## config.mk

```make
export PLATFORM = sky130hd
export DESIGN_NAME = fetch_unit
export DESIGN_NICKNAME = d
export VERILOG_FILES = /design/src/rtl/fetch_pkg.sv /design/src/rtl/fetch_unit_pc_adder.sv /design/src/rtl/fetch_unit.sv
export SDC_FILE = /design/constraint.sdc
export NUM_CORES = 1
export LEC_CHECK = 0
export ABC_AREA = 1
export BUFFER_PORTS_ARGS = -buffer_cell sky130_fd_sc_hd__buf_2
export CELL_PAD_IN_SITES_DETAIL_PLACEMENT = 1
export CELL_PAD_IN_SITES_GLOBAL_PLACEMENT = 2
export CORE_MARGIN = 1.5
export CORE_UTILIZATION = 33
export CTS_BUF_LIST = sky130_fd_sc_hd__clkbuf_2 sky130_fd_sc_hd__clkbuf_4 sky130_fd_sc_hd__clkbuf_8
export DETAILED_ROUTE_END_ITERATION = 10
export PLACE_DENSITY_LB_ADDON = 0.2
export SLEW_MARGIN = 10
export SYNTH_ARGS = -nofsm -noshare
export SYNTH_HDL_FRONTEND = slang
export SYNTH_SLANG_ARGS = --single-unit
```

## constraint.sdc

```tcl
create_clock -name clk -period 8.2 [get_ports clk]
set_input_delay 1.23 -clock clk [delete_from_list [all_inputs] [get_ports clk]]
set_output_delay 1.23 -clock clk [all_outputs]
set_load 0.005 [all_outputs]
```

## src/rtl/fetch_pkg.sv

```systemverilog
// fetch_pkg: shared types and constants for the instruction fetch stage.
// Latency: n/a (declarations only).
// Backpressure: n/a.
package fetch_pkg;

  // Fetch controller states: issuing, parked on a stalled response, flushing a wrong-path request.
  typedef enum logic [1:0] {
    S_FETCH = 2'd0,
    S_HOLD  = 2'd1,
    S_DROP  = 2'd2
  } fetch_state_t;

  // addi x0,x0,0 - what decode sees when no real instruction is present.
  localparam logic [31:0] NOP_INSTR   = 32'h0000_0013;
  localparam logic [31:0] INSTR_BYTES = 32'd4;

  // IF/ID pipeline register contents.
  typedef struct packed {
    logic [31:0] instr;
    logic [31:0] pc;
    logic [31:0] pc4;
    logic        valid;
  } ifid_t;

  // Instructions are word aligned; low address bits are simply dropped.
  function automatic logic [31:0] word_align(input logic [31:0] i_addr);
    return {i_addr[31:2], 2'b00};
  endfunction

endpackage

```

## src/rtl/fetch_unit_pc_adder.sv

```systemverilog
// fetch_unit_pc_adder: sequential-PC incrementer (address + 4, 32-bit wraparound).
// Latency: combinational.
// Backpressure: none.
module fetch_unit_pc_adder
  import fetch_pkg::*;
(
  input  logic [31:0] i_addr,
  output logic [31:0] o_sum
);

  // Modulo-2^32 add, so 32'hFFFF_FFFC rolls over to 32'h0000_0000.
  assign o_sum = i_addr + INSTR_BYTES;

endmodule

```

## src/rtl/fetch_unit.sv

```systemverilog
// fetch_unit: IF stage - owns the PC, keeps one req/ack fetch outstanding, drives the IF/ID register.
// Latency: a word lands in IF/ID on the edge that samples imem_ack; a parked word one edge after stall drops.
// Backpressure: stall freezes PC and IF/ID; a response arriving under stall is parked and imem_req drops until drained.
module fetch_unit
  import fetch_pkg::*;
#(
  parameter logic [31:0] RESET_PC     = 32'h0000_0000,
  parameter logic [31:0] BUBBLE_INSTR = NOP_INSTR
) (
  input  logic        clk,
  input  logic        reset,
  output logic        imem_req,
  output logic [31:0] imem_addr,
  input  logic        imem_ack,
  input  logic [31:0] imem_rdata,
  input  logic        stall,
  input  logic        redirect,
  input  logic [31:0] redirect_pc,
  output logic [31:0] instrCode_IF,
  output logic [31:0] PCOutData_IF,
  output logic [31:0] PC_4_AdderResult_IF,
  output logic        valid_IF
);

  fetch_state_t r_state;
  fetch_state_t w_state_nxt;

  // r_pc is the architectural next PC; r_req_addr is the address currently (or next) on the bus.
  // Keeping them apart means a redirect can never disturb a request that is still owed a response.
  logic [31:0] r_pc;
  logic [31:0] w_pc_nxt;
  logic [31:0] r_req_addr;
  logic [31:0] w_req_addr_nxt;

  // One-entry hold buffer for a response that arrived while decode was stalled.
  logic [31:0] r_hold_instr;
  logic [31:0] w_hold_instr_nxt;
  logic [31:0] r_hold_pc;
  logic [31:0] w_hold_pc_nxt;

  ifid_t       r_ifid;
  ifid_t       w_ifid_nxt;

  logic        w_eff_redirect;
  logic [31:0] w_redirect_pc;
  logic [31:0] w_req_addr_p4;

  logic        w_load;
  logic [31:0] w_load_instr;
  logic [31:0] w_load_pc;
  logic [31:0] w_load_pc4;

  // Decode re-resolves its branch once the hazard clears, so a redirect under stall is dropped.
  assign w_eff_redirect = redirect & ~stall;
  assign w_redirect_pc  = word_align(redirect_pc);

  fetch_unit_pc_adder u_pc_adder (
    .i_addr (r_req_addr),
    .o_sum  (w_req_addr_p4)
  );

  // Request is held in FETCH and DROP; gated by reset so nothing is presented while in reset.
  assign imem_req  = ~reset & (r_state != S_HOLD);
  assign imem_addr = r_req_addr;

  assign instrCode_IF        = r_ifid.instr;
  assign PCOutData_IF        = r_ifid.pc;
  assign PC_4_AdderResult_IF = r_ifid.pc4;
  assign valid_IF            = r_ifid.valid;

  // Next-state, PC/address steering and choice of what (if anything) to hand to decode.
  always_comb begin
    w_state_nxt      = r_state;
    w_pc_nxt         = r_pc;
    w_req_addr_nxt   = r_req_addr;
    w_hold_instr_nxt = r_hold_instr;
    w_hold_pc_nxt    = r_hold_pc;
    w_load           = 1'b0;
    w_load_instr     = imem_rdata;
    w_load_pc        = r_req_addr;
    w_load_pc4       = w_req_addr_p4;

    case (r_state)
      S_FETCH: begin
        if (w_eff_redirect) begin
          w_pc_nxt = w_redirect_pc;
          if (imem_ack) begin
            // Wrong-path word: throw it away and start on the new target immediately.
            w_req_addr_nxt = w_redirect_pc;
          end else begin
            // The old request must still complete on the bus before the target can be issued.
            w_state_nxt = S_DROP;
          end
        end else if (imem_ack) begin
          w_pc_nxt = w_req_addr_p4;
          if (!stall) begin
            w_load         = 1'b1;
            w_req_addr_nxt = w_req_addr_p4;
          end else begin
            w_hold_instr_nxt = imem_rdata;
            w_hold_pc_nxt    = r_req_addr;
            w_state_nxt      = S_HOLD;
          end
        end
      end

      S_HOLD: begin
        if (w_eff_redirect) begin
          w_pc_nxt       = w_redirect_pc;
          w_req_addr_nxt = w_redirect_pc;
          w_state_nxt    = S_FETCH;
        end else if (!stall) begin
          // r_pc already holds hold_pc+4 here: it is only ever rewritten by a redirect, which empties the buffer.
          w_load         = 1'b1;
          w_load_instr   = r_hold_instr;
          w_load_pc      = r_hold_pc;
          w_load_pc4     = r_pc;
          w_req_addr_nxt = r_pc;
          w_state_nxt    = S_FETCH;
        end
      end

      S_DROP: begin
        if (w_eff_redirect) begin
          w_pc_nxt = w_redirect_pc;
        end
        if (imem_ack) begin
          w_req_addr_nxt = w_eff_redirect ? w_redirect_pc : r_pc;
          w_state_nxt    = S_FETCH;
        end
      end

      default: begin
        w_state_nxt = S_FETCH;
      end
    endcase

    // IF/ID: frozen under stall, otherwise a real word or a bubble that keeps the old PC fields.
    w_ifid_nxt = r_ifid;
    if (!stall) begin
      if (w_load) begin
        w_ifid_nxt.instr = w_load_instr;
        w_ifid_nxt.pc    = w_load_pc;
        w_ifid_nxt.pc4   = w_load_pc4;
        w_ifid_nxt.valid = 1'b1;
      end else begin
        w_ifid_nxt.instr = BUBBLE_INSTR;
        w_ifid_nxt.valid = 1'b0;
      end
    end
  end

  // Controller, PC, request address and hold buffer registers.
  always_ff @(posedge clk or posedge reset) begin
    if (reset) begin
      r_state      <= S_FETCH;
      r_pc         <= RESET_PC;
      r_req_addr   <= RESET_PC;
      r_hold_instr <= BUBBLE_INSTR;
      r_hold_pc    <= 32'h0000_0000;
    end else begin
      r_state      <= w_state_nxt;
      r_pc         <= w_pc_nxt;
      r_req_addr   <= w_req_addr_nxt;
      r_hold_instr <= w_hold_instr_nxt;
      r_hold_pc    <= w_hold_pc_nxt;
    end
  end

  // IF/ID pipeline register.
  always_ff @(posedge clk or posedge reset) begin
    if (reset) begin
      r_ifid.instr <= BUBBLE_INSTR;
      r_ifid.pc    <= 32'h0000_0000;
      r_ifid.pc4   <= 32'h0000_0000;
      r_ifid.valid <= 1'b0;
    end else begin
      r_ifid <= w_ifid_nxt;
    end
  end

endmodule
```

==> results of run 1 <==
state kept, by name, indices dropped and copies added (netlist names):
register	cells
r_hold_instr	32
instrCode_IF	32
r_state	2
PC_4_AdderResult_IF	32
r_hold_pc	32
r_pc	32
valid_IF	1
PCOutData_IF	32
imem_addr	32
synth_stat cells, types with 2 or more instances:
cell and n:
inv_1 76, nand2_1 465, nand3_1 39, or2_2 3
o21ai_1 17, a31oi_1 4, o211ai_1 9, a21oi_1 41
xor2_1 7, mux2_2 29, dfstp_2 6, nor2_1 128
inv_2 6, buf_2 32, buf_6 4, buf_1 2
ha_1 4, nand2_2 4, buf_4 4, clkbuf_1 34
nor2_2 9, o21ai_0 225, o21bai_1 2, dfrtp_1 221
metal layers:
layer	vias to the layer above	global-route usage	share of wire
li1	4777	-	-
met1	4831	0.299	0.48
met2	195	0.365	0.46
met3	42	0.0308	0.037
met4	0	0.0615	0.019
met5	-	0	0
worst max-delay path, cell delays in order:
cell and delay, ps:
buf_2 570, inv_2 170, nand2_2 800, nand2_4 570
inv_2 860, buf_4 470, o21ai_0 120, o21ai_0 220
layout make-up:
type | instances | share of cell area
flip-flops and latches | 227 | 0.433
multi-input cells | 991 | 0.346
clock buffers | 73 | 0.0699
well taps | 442 | 0.0421
inverters | 82 | 0.0240
clock inverters | 3 | 0.00343
repair buffers | 207 | 0.0810
stage by stage:
step	worst slack, ps	hold WS (ps)	std cells	area (sq um)	total power (uW)
after floorplan	760	449	1376	10900	3340
after global placement	3030	460	1949	12200	4160
after detailed placement	2930	461	1949	12200	4230
after CTS	3500	484	2025	13100	5490
after global routing	3270	498	2025	13100	5900
final	3620	476	2025	13100	5400
logic make-up after synthesis:
group,count (synthesis),synth area share
DFF,227,0.522
muxes,29,0.0300
and+or+nand+nor,651,0.234
buffers and inverters,158,0.0623
adders and majority gates,4,0.00459
AOI/OAI and AO/OA,300,0.141
xor gates and xnor gates,7,0.00563
power breakdown:
group	internal [uW]	leakage (uW)	switching (uW)	total, uW
logic	732	0.00322	1410	2140
clock network	731	0.000503	494	1220
registers	1640	0.00284	396	2040
path summary, 6_finish.rpt:
check                                  from                       to  slack, ps  depth (start not counted)
min reg2reg                instrCode_IF[23]         instrCode_IF[23]        480                          2
min                        instrCode_IF[23]         instrCode_IF[23]        480                          2
max                                   stall         instrCode_IF[21]       3620                          8
max reg2reg                      r_state[0]  PC_4_AdderResult_IF[15]       4900                         10
min in group asynchronous             reset         r_hold_instr[18]        780                          2
max in group asynchronous             reset             r_hold_pc[0]       5990                          3
==> reports/metrics.yaml, run 1 <==
timing:
  hold_violations: 0
  setup_viol: 0
  final.setup.tns_ps: 0
  slew_headroom: 0.282
  fin_skew_ps: 15.5
  finalCriticalPeriod_ps: 4580
  slew_violations: 0
  maxClockFrequency_ghz: 0.219
  rsz0062_at_grt: "false"
  tightest_slew_ps: 1080
  finalCritPeriodShare: 0.558
cells_and_area:
  nets: 1626
  final_common_cell: "nand2_1"
  multi_input_area_sq_um: 4550
  most-common-layout-cells: "nand2_1 (464), o21ai_0 (225), dfrtp_1 (221), buf_2 (196), nor2_1 (128)"
  fin_util: 0.404
  fill_cells: 4026
  area_delta_synth_final_pct: 20.5
  seqCellArea_sq_um: 5690
  diodes: 0
  drive_gt1_frac: 0.218
setup_path:
  worstSetupPathType: "in -> reg"
  required_ps: 8660
  end_kind: "register"
  critPathMaxFanout: 48
  cp-start-kind: "primary input"
  arrival_ps: 5030
synth:
  ys_warn_count: 0
  syn_avg_cell_area_sq_um: 7.92
  ys_async_sr_fraction: 1.00
  yosysUniqueCellTypes: 29
  synth_top_area_share: 0.508
  synth.area.top_cells: "dfrtp_1 (51%), nand2_1 (16%), o21ai_0 (10%)"
  syn_nets: 1449
  synth_top_cell_by_area: "dfrtp_1"
  synth-main-ff-cell: "dfrtp_1"
  synth.yosys.seq_area_share: 0.522
  synth_edf_count: 0
  syn_inst: 1376
  synth-seq-cells: 227
  syn_area_sq_um: 10900
clock_tree:
  htreeDepth: 2
  max-clock-path-buffers: 3
  worstSkewPairLatency_ps: 560
  clockRootBuffer: "clkbuf_8"
  cts_tree: "yes"
  post_cts_buffers: 0
  cts_resized: 0
  numClockSinks: 227
  postCtsHoldBufs: 0
  cts.clk_slew.worst_paths_ps: 60
  cts_made_buffers: 44
pwr:
  power_per_cell_area_nw_per_um2: 412
  leakage_uw: 0.00656
  ir_drop_mv: 0.152
placement:
  portBuffers: 196
  hpwl_um: 23500
  place_congestion: 0.838
floorplan:
  rows: 66
  start_util: 0.335
  core_area_sq_um: 32500
  die_h_um: 185
  die_area_sq_um: 34100
  die_w_um: 185
  ios: 199
hold_path:
  hold_path.class: "reg -> reg"
global_routing:
  grt_pass1_vias: 10300
  antenna_found_initial: 0
  gr-usage-all-layers: 0.220
  grt_start_max_net_pins: 100
  overflow: 0
  grt_pass1_wl_um: 57900
detailed_routing:
  wl_per_cell_um: 18.1
  via_per_inst: 4.86
  num_vias: 9845
  first_iter_violations: 432
  wl_um: 36600
  dr.pass1.iters: 4
  ant_nets: 0
  drc: 0
outcome:
  status: "complete, no violations"
flow_run:
  maxCapViolations: 0
No activity file was read; power rests on OpenSTA's default activity.
==> run 2, diff against run 1 <==
- clock period: 8.2 -> 4.6 ns (I/O delays scaled with it)
==> reports/metrics.yaml, run 2 (synthesis results as in run 1) <==
cells_and_area:
  diodes: 0  # unchanged
  nets: 1630  # was 1626
  fin_util: 0.402  # was 0.404
  drive_gt1_frac: 0.218  # about the same
  final_common_cell: "nand2_1"  # unchanged
  fill_cells: 4059  # was 4026
  area_delta_synth_final_pct: 20.1  # was 20.5%
  most-common-layout-cells: "nand2_1 (464), o21ai_0 (225), dfrtp_1 (221), buf_2 (196), nor2_1 (128)"  # unchanged
global_routing:
  gr-usage-all-layers: 0.219  # was 0.220
  grt_start_max_net_pins: 151  # was 100
  grt_pass1_wl_um: 57900  # unchanged
  grt_pass1_vias: 10400  # was 10300
  antenna_found_initial: 0  # unchanged
  overflow: 0  # unchanged
setup_path:
  required_ps: 5080  # was 8660 ps
  reg2regPathDepth: 8  # was 10
  r2r-end: "r_pc[8]"  # was PC_4_AdderResult_IF[15]
  slowest_delay_ps: 910  # was 860 ps
  worstSetupPathType: "reg -> reg"  # was in -> reg
  arrival_ps: 3230  # was 5030 ps
  cpMaxStageDelayCell: "inv_1"  # was inv_2
  worstPathCellList: "inv_1 > ha_1 > inv_1 > buf_4 > o21ai_0 > o21ai_0 > nand2_1 > nand2_1"  # was buf_2 > inv_2 > nand2_2 > nand2_4 > inv_2 > buf_4 > o21ai_0 > o21ai_0
  critPathMaxFanout: 25  # was 48
  end_kind: "register"  # unchanged
  r2r_slack_ps: 1840  # was 4900 ps
  reg2reg_from: "r_state[0]"  # unchanged
  crit_path_start: "r_state[0]"  # was stall
  cp-start-kind: "register"  # was primary input
floorplan:
  die_w_um: 185  # unchanged
  ios: 199  # unchanged
  rows: 66  # unchanged
  start_util: 0.335  # unchanged
  die_h_um: 185  # unchanged
  die_area_sq_um: 34100  # unchanged
  core_area_sq_um: 32500  # unchanged
clock_tree:
  clockRootBuffer: "clkbuf_8"  # unchanged
  cts_made_buffers: 42  # was 44
  max-clock-path-buffers: 3  # unchanged
  htreeDepth: 2  # unchanged
  cts_tree: "yes"  # unchanged
  post_cts_buffers: 0  # unchanged
  postCtsHoldBufs: 0  # unchanged
  worstSkewPairLatency_ps: 550  # was 560 ps
  numClockSinks: 227  # unchanged
  cts_resized: 0  # unchanged
  cts.clk_slew.worst_paths_ps: 60  # about the same
pwr:
  leakage_uw: 0.00655  # was 0.00656 uW
  power_per_cell_area_nw_per_um2: 721  # was 412 nW/um^2
  ir_drop_mv: 0.217  # was 0.152 mV
placement:
  hpwl_um: 23900  # was 23500 um
  place_congestion: 0.765  # was 0.838
  portBuffers: 196  # unchanged
detailed_routing:
  wl_per_cell_um: 17.9  # was 18.1 um
  wl_um: 36300  # was 36600 um
  ant_nets: 0  # unchanged
  num_vias: 9737  # was 9845
  drc: 0  # unchanged
  dr.pass1.iters: 5  # was 4
  via_per_inst: 4.81  # was 4.86
  first_iter_violations: 407  # was 432
timing:
  final.setup.tns_ps: 0  # unchanged
  maxClockFrequency_ghz: 0.363
  finalCriticalPeriod_ps: 2760
  slew_headroom: 0.266  # was 0.282
  finalCritPeriodShare: 0.599
  setup_viol: 0  # unchanged
  hold_violations: 0  # unchanged
  slew_violations: 0  # unchanged
  fin_skew_ps: 26.0  # was 15.5 ps
  rsz0062_at_grt: "false"  # unchanged
  tightest_slew_ps: 1100  # was 1080 ps
hold_path:
  hold_path.class: "in -> async"  # was reg -> reg
outcome:
  status: "complete, no violations"  # unchanged
flow_run:
  maxCapViolations: 0  # unchanged
[run 2: changes by cell type in the layout (fill, tap and decap cells not counted), sizes merged]
cell and delta:
inv -1, clkinvlp -1, buf +6, bufinv -1
clkbuf -4, clkinv +2
[run 2: worst max path at each step]
stage | to | slack (ps) | cells after the start
2_1_floorplan | PCOutData_IF[0] | 950 | 1
3_3_place_gp | r_pc[22] | 1420 | 9
3_5_place_dp | r_pc[11] | 1390 | 9
4_1_cts | imem_addr[8] | 1750 | 8
5_1_grt | imem_addr[12] | 1560 | 9
6_report | r_pc[8] | 1840 | 8
[run 2: power breakdown]
part	internal (uW)	total (uW)	switching [uW]
logic	1340	3840	2500
clock network	1130	1960	836
registers	2920	3630	709
total	5390	9430	4040
[run 2: critical path, delay by kind of cell, from the launching register on]
kind | cells | cell delay (ps)
compound gates | 2 | 350
flops | 1 | 350
simple gates | 2 | 140
buf+inv | 3 | 1300
fa+ha+maj | 1 | 550
[run 2: through the flow]
stage | cell area [sq um] | setup WS, ps | hold slack [ps] | power, uW | cells
6_report | 13100 | 1840 | 352 | 9430 | 2026
5_1_grt | 13100 | 1560 | 372 | 10400 | 2026
4_1_cts | 13100 | 1750 | 360 | 9630 | 2026
3_5_place_dp | 12200 | 1390 | 460 | 7580 | 1955
3_3_place_gp | 12200 | 1420 | 459 | 7460 | 1955
2_1_floorplan | 10900 | 949 | 449 | 5950 | 1376
[run 2: cell type report]
cell class / instances / area [sq um] / area share
flip-flops and latches: 227 / 5690 / 0.435
multi-input cells: 991 / 4550 / 0.348
clock inverters: 2 / 10.0 / 0.000765
clock buffers: 69 / 831 / 0.0635
repair buffers: 213 / 1130 / 0.0867
well taps: 442 / 553 / 0.0423
inverters: 82 / 312 / 0.0238
[run 2: routing by layer]
layer,global-route usage,wire length [um],part of all wire,vias to the layer above
li1,-,-,-,4788
met4,0.0507,615,0.017,0
met5,0,0,0,-
met3,0.0368,1580,0.044,41
met2,0.370,16900,0.47,193
met1,0.292,17200,0.47,4715
==> run 3, diff against run 2 <==
- ABC_AREA: 1 -> 0
- CORE_UTILIZATION: 33 -> 32
- clock period: 4.6 -> 2.5 ns (I/O delays scaled with it)
==> reports/metrics.yaml, run 3 <==
setup_path:
  slowest_delay_ps: 610  # was 910 ps
  crit_buf_inv: 0  # was 3
  critPathMaxFanout: 9  # was 25
  cp_num_cells: 5  # was 8
  endpoint: "imem_addr[28]"  # was r_pc[8]
  end_kind: "register"  # unchanged
  crit_path_start: "imem_addr[5]"  # was r_state[0]
  cpMaxStageDelayCell: "nor4_4"  # was inv_1
  cp-start-kind: "register"  # unchanged
  required_ps: 2960  # was 5080 ps
  worstSetupPathType: "reg -> reg"  # unchanged
  r2r-end: "imem_addr[28]"  # was r_pc[8]
  reg2reg_from: "imem_addr[5]"  # was r_state[0]
  arrival_ps: 2710  # was 3230 ps
  reg2regPathDepth: 5  # was 8
  path_common_cell: "nand3_2"
  crit_family: "simple AND/OR/NAND/NOR gates"  # was buffers and inverters
  r2r_slack_ps: 260  # was 1840 ps
  worstPathCellList: "nand3_2 > nor4_4 > nand3_2 > o31a_1 > o22ai_1"  # was inv_1 > ha_1 > inv_1 > buf_4 > o21ai_0 > o21ai_0 > nand2_1 > nand2_1
synth:
  synth.most_common_cell: "dfrtp_1"  # was nand2_1
  syn_avg_cell_area_sq_um: 9.76  # was 7.92 sq um
  synthTopCellsByCount: "dfrtp_1 (221), nand2_1 (179), o21ai_0 (107), nor2_1 (77), clkbuf_1 (63)"  # was nand2_1 (465), o21ai_0 (225), dfrtp_1 (221), nor2_1 (128), inv_1 (76)
  synth_compound_area_frac: 0.164  # was 0.141
  synth_edf_count: 0  # unchanged
  synth.area.mux_share: 0.0904  # was 0.0300
  synth_top_family_by_area: "compound AO/OA/AOI/OAI gates"  # was simple AND/OR/NAND/NOR gates
  synth-xor-area-share: 0.0162  # was 0.00563
  ys_async_sr_fraction: 1.00  # unchanged
  syn_inst: 1110  # was 1376
  ys_warn_count: 0  # unchanged
  synth_top_area_share: 0.511  # was 0.508
  yosysUniqueCellTypes: 63  # was 29
  synth-main-ff-cell: "dfrtp_1"  # unchanged
  syn_area_sq_um: 10800  # was 10900 sq um
  synth_top_cell_by_area: "dfrtp_1"  # unchanged
  synthAdderAreaFrac: 0.00462  # was 0.00459
  synth.yosys.seq_area_share: 0.525  # was 0.522
  synth-seq-cells: 227  # unchanged
  synth.area.top_cells: "dfrtp_1 (51%), nand2_1 (6.2%), mux2_2 (5.7%)"  # was dfrtp_1 (51%), nand2_1 (16%), o21ai_0 (10%)
  yosys.area_share.simple: 0.158  # was 0.234
  syn_nets: 1183  # was 1449
outcome:
  status: "complete, no violations"  # unchanged
timing:
  slew_headroom: 0.473  # was 0.266
  fin_skew_ps: 40.0  # was 26.0 ps
  setup_viol: 0  # unchanged
  finalCriticalPeriod_ps: 2240  # was 2760 ps
  tightest_slew_ps: 787  # was 1100 ps
  slew_violations: 0  # unchanged
  final.setup.tns_ps: 0  # unchanged
  finalCritPeriodShare: 0.897  # was 0.599
  rsz0062_at_grt: "false"  # unchanged
  maxClockFrequency_ghz: 0.446  # was 0.363 GHz
  hold_violations: 0  # unchanged
clock_tree:
  worstSkewPairLatency_ps: 570  # was 550 ps
  cts.clk_slew.worst_paths_ps: 60  # about the same
  max-clock-path-buffers: 3  # unchanged
  cts_tree: "yes"  # unchanged
  cts_made_buffers: 44  # was 42
  clockRootBuffer: "clkbuf_8"  # unchanged
  post_cts_buffers: 0  # unchanged
  numClockSinks: 227  # unchanged
  htreeDepth: 2  # unchanged
placement:
  portBuffers: 196  # unchanged
  place_congestion: 0.774  # was 0.765
  hpwl_um: 24800  # was 23900 um
  dpl_cell_area_sq_um: 12700  # was 12200 sq um
pwr:
  ir_drop_mv: 0.522  # was 0.217 mV
  power_uw: 18000  # was 9430 uW
  leakage_uw: 0.00643  # was 0.00655 uW
  power_per_cell_area_nw_per_um2: 1320  # was 721 nW/um^2
floorplan:
  die_w_um: 187  # was 185 um
  die_area_sq_um: 35000  # was 34100 sq um
  ios: 199  # unchanged
  die_h_um: 187  # was 185 um
  core_area_sq_um: 33400  # was 32500 sq um
  start_util: 0.324  # was 0.335
  rows: 67  # was 66
cells_and_area:
  drive_gt1_frac: 0.310  # was 0.218
  most-common-layout-cells: "dfrtp_1 (221), buf_2 (196), nand2_1 (178), o21ai_0 (107), nor2_1 (77)"  # was nand2_1 (464), o21ai_0 (225), dfrtp_1 (221), buf_2 (196), nor2_1 (128)
  final_common_cell: "dfrtp_1"  # was nand2_1
  final_area_sq_um: 13700  # was 13100 sq um
  fin_util: 0.408  # was 0.402
  diodes: 0  # unchanged
  area_delta_synth_final_pct: 26.1  # was 20.1%
  nets: 1396  # was 1630
detailed_routing:
  num_vias: 9336  # was 9737
  via_per_inst: 5.18  # was 4.81
  wl_um: 36700  # was 36300 um
  wl_per_cell_um: 20.4  # was 17.9 um
  first_iter_violations: 474  # was 407
  ant_nets: 0  # unchanged
  drc: 0  # unchanged
  dr.pass1.iters: 4  # was 5
global_routing:
  grt_start_max_net_pins: 55  # was 151
  grt_pass1_wl_um: 58500  # was 57900 um
  grt_pass1_vias: 10000  # was 10400
  met2_usage: 0.363  # was 0.370
  gr-usage-all-layers: 0.213  # was 0.219
  antenna_found_initial: 1  # was 0
  use_met3: 0.0473  # was 0.0368
  gr-usage-met1: 0.271  # was 0.292
  busiest_layer: "met2"  # unchanged
  overflow: 0  # unchanged
hold_path:
  hold_path.class: "in -> reg"  # was in -> async
flow_run:
  maxCapViolations: 0  # unchanged
[run 3: layout make-up]
| class | instances | area [sq um] |
|---|---|---|
| fill | 3853 | 19800 |
| clock buffer | 77 | 941 |
| timing repair buffer | 258 | 1640 |
| sequential | 227 | 5690 |
| clock inverter | 2 | 13.8 |
| inverter | 21 | 82.6 |
| tap | 448 | 561 |
| multi-input combinational | 771 | 4740 |
[run 3: timing repair]
action / in CTS / in global routing
hold buffers: 1 / 0
endpoints found under the setup margin: 0 / 2
gates resized for setup: 0 / 1
endpoints found under the hold margin: 13 / 0
[run 3: worst min path at each step]
stage	startpoint	endpoint	slack (ps)	cells after the start
2_1_floorplan	instrCode_IF[1]	instrCode_IF[1]	440	2
3_3_place_gp	instrCode_IF[4]	instrCode_IF[4]	450	2
3_5_place_dp	instrCode_IF[0]	instrCode_IF[0]	450	2
4_1_cts	imem_rdata[8]	r_hold_instr[8]	10	2
5_1_grt	imem_rdata[30]	r_hold_instr[30]	30	2
6_report	imem_rdata[24]	r_hold_instr[24]	50	2
[run 3: power breakdown]
part | internal [uW] | switching, uW | total (uW)
sequential | 5280 | 1030 | 6310
combinational | 3200 | 4480 | 7670
clock | 2350 | 1650 | 4000
[run 3: cells by family after synthesis]
group / after synthesis
and+or+nand+nor: 364
AOI/OAI and AO/OA: 292
DFF: 227
buffers and inverters: 112
muxes: 91
xor gates and xnor gates: 20
adders and majority gates: 4
[run 3: stage by stage]
step	instances	setup WS (ps)	hold WS [ps]
after global routing	1804	112	32.2
after detailed placement	1724	196	446
after floorplan	1110	-836	443
after global placement	1724	272	445
final	1804	258	51.0
after CTS	1804	179	9.51
[run 3: per-layer routing]
layer,vias up,wire [um],share of wire
li1,4362,-,-
met1,4712,16200,0.44
met2,206,17700,0.48
met3,54,2030,0.055
met4,2,731,0.020
met5,-,10,0.00027
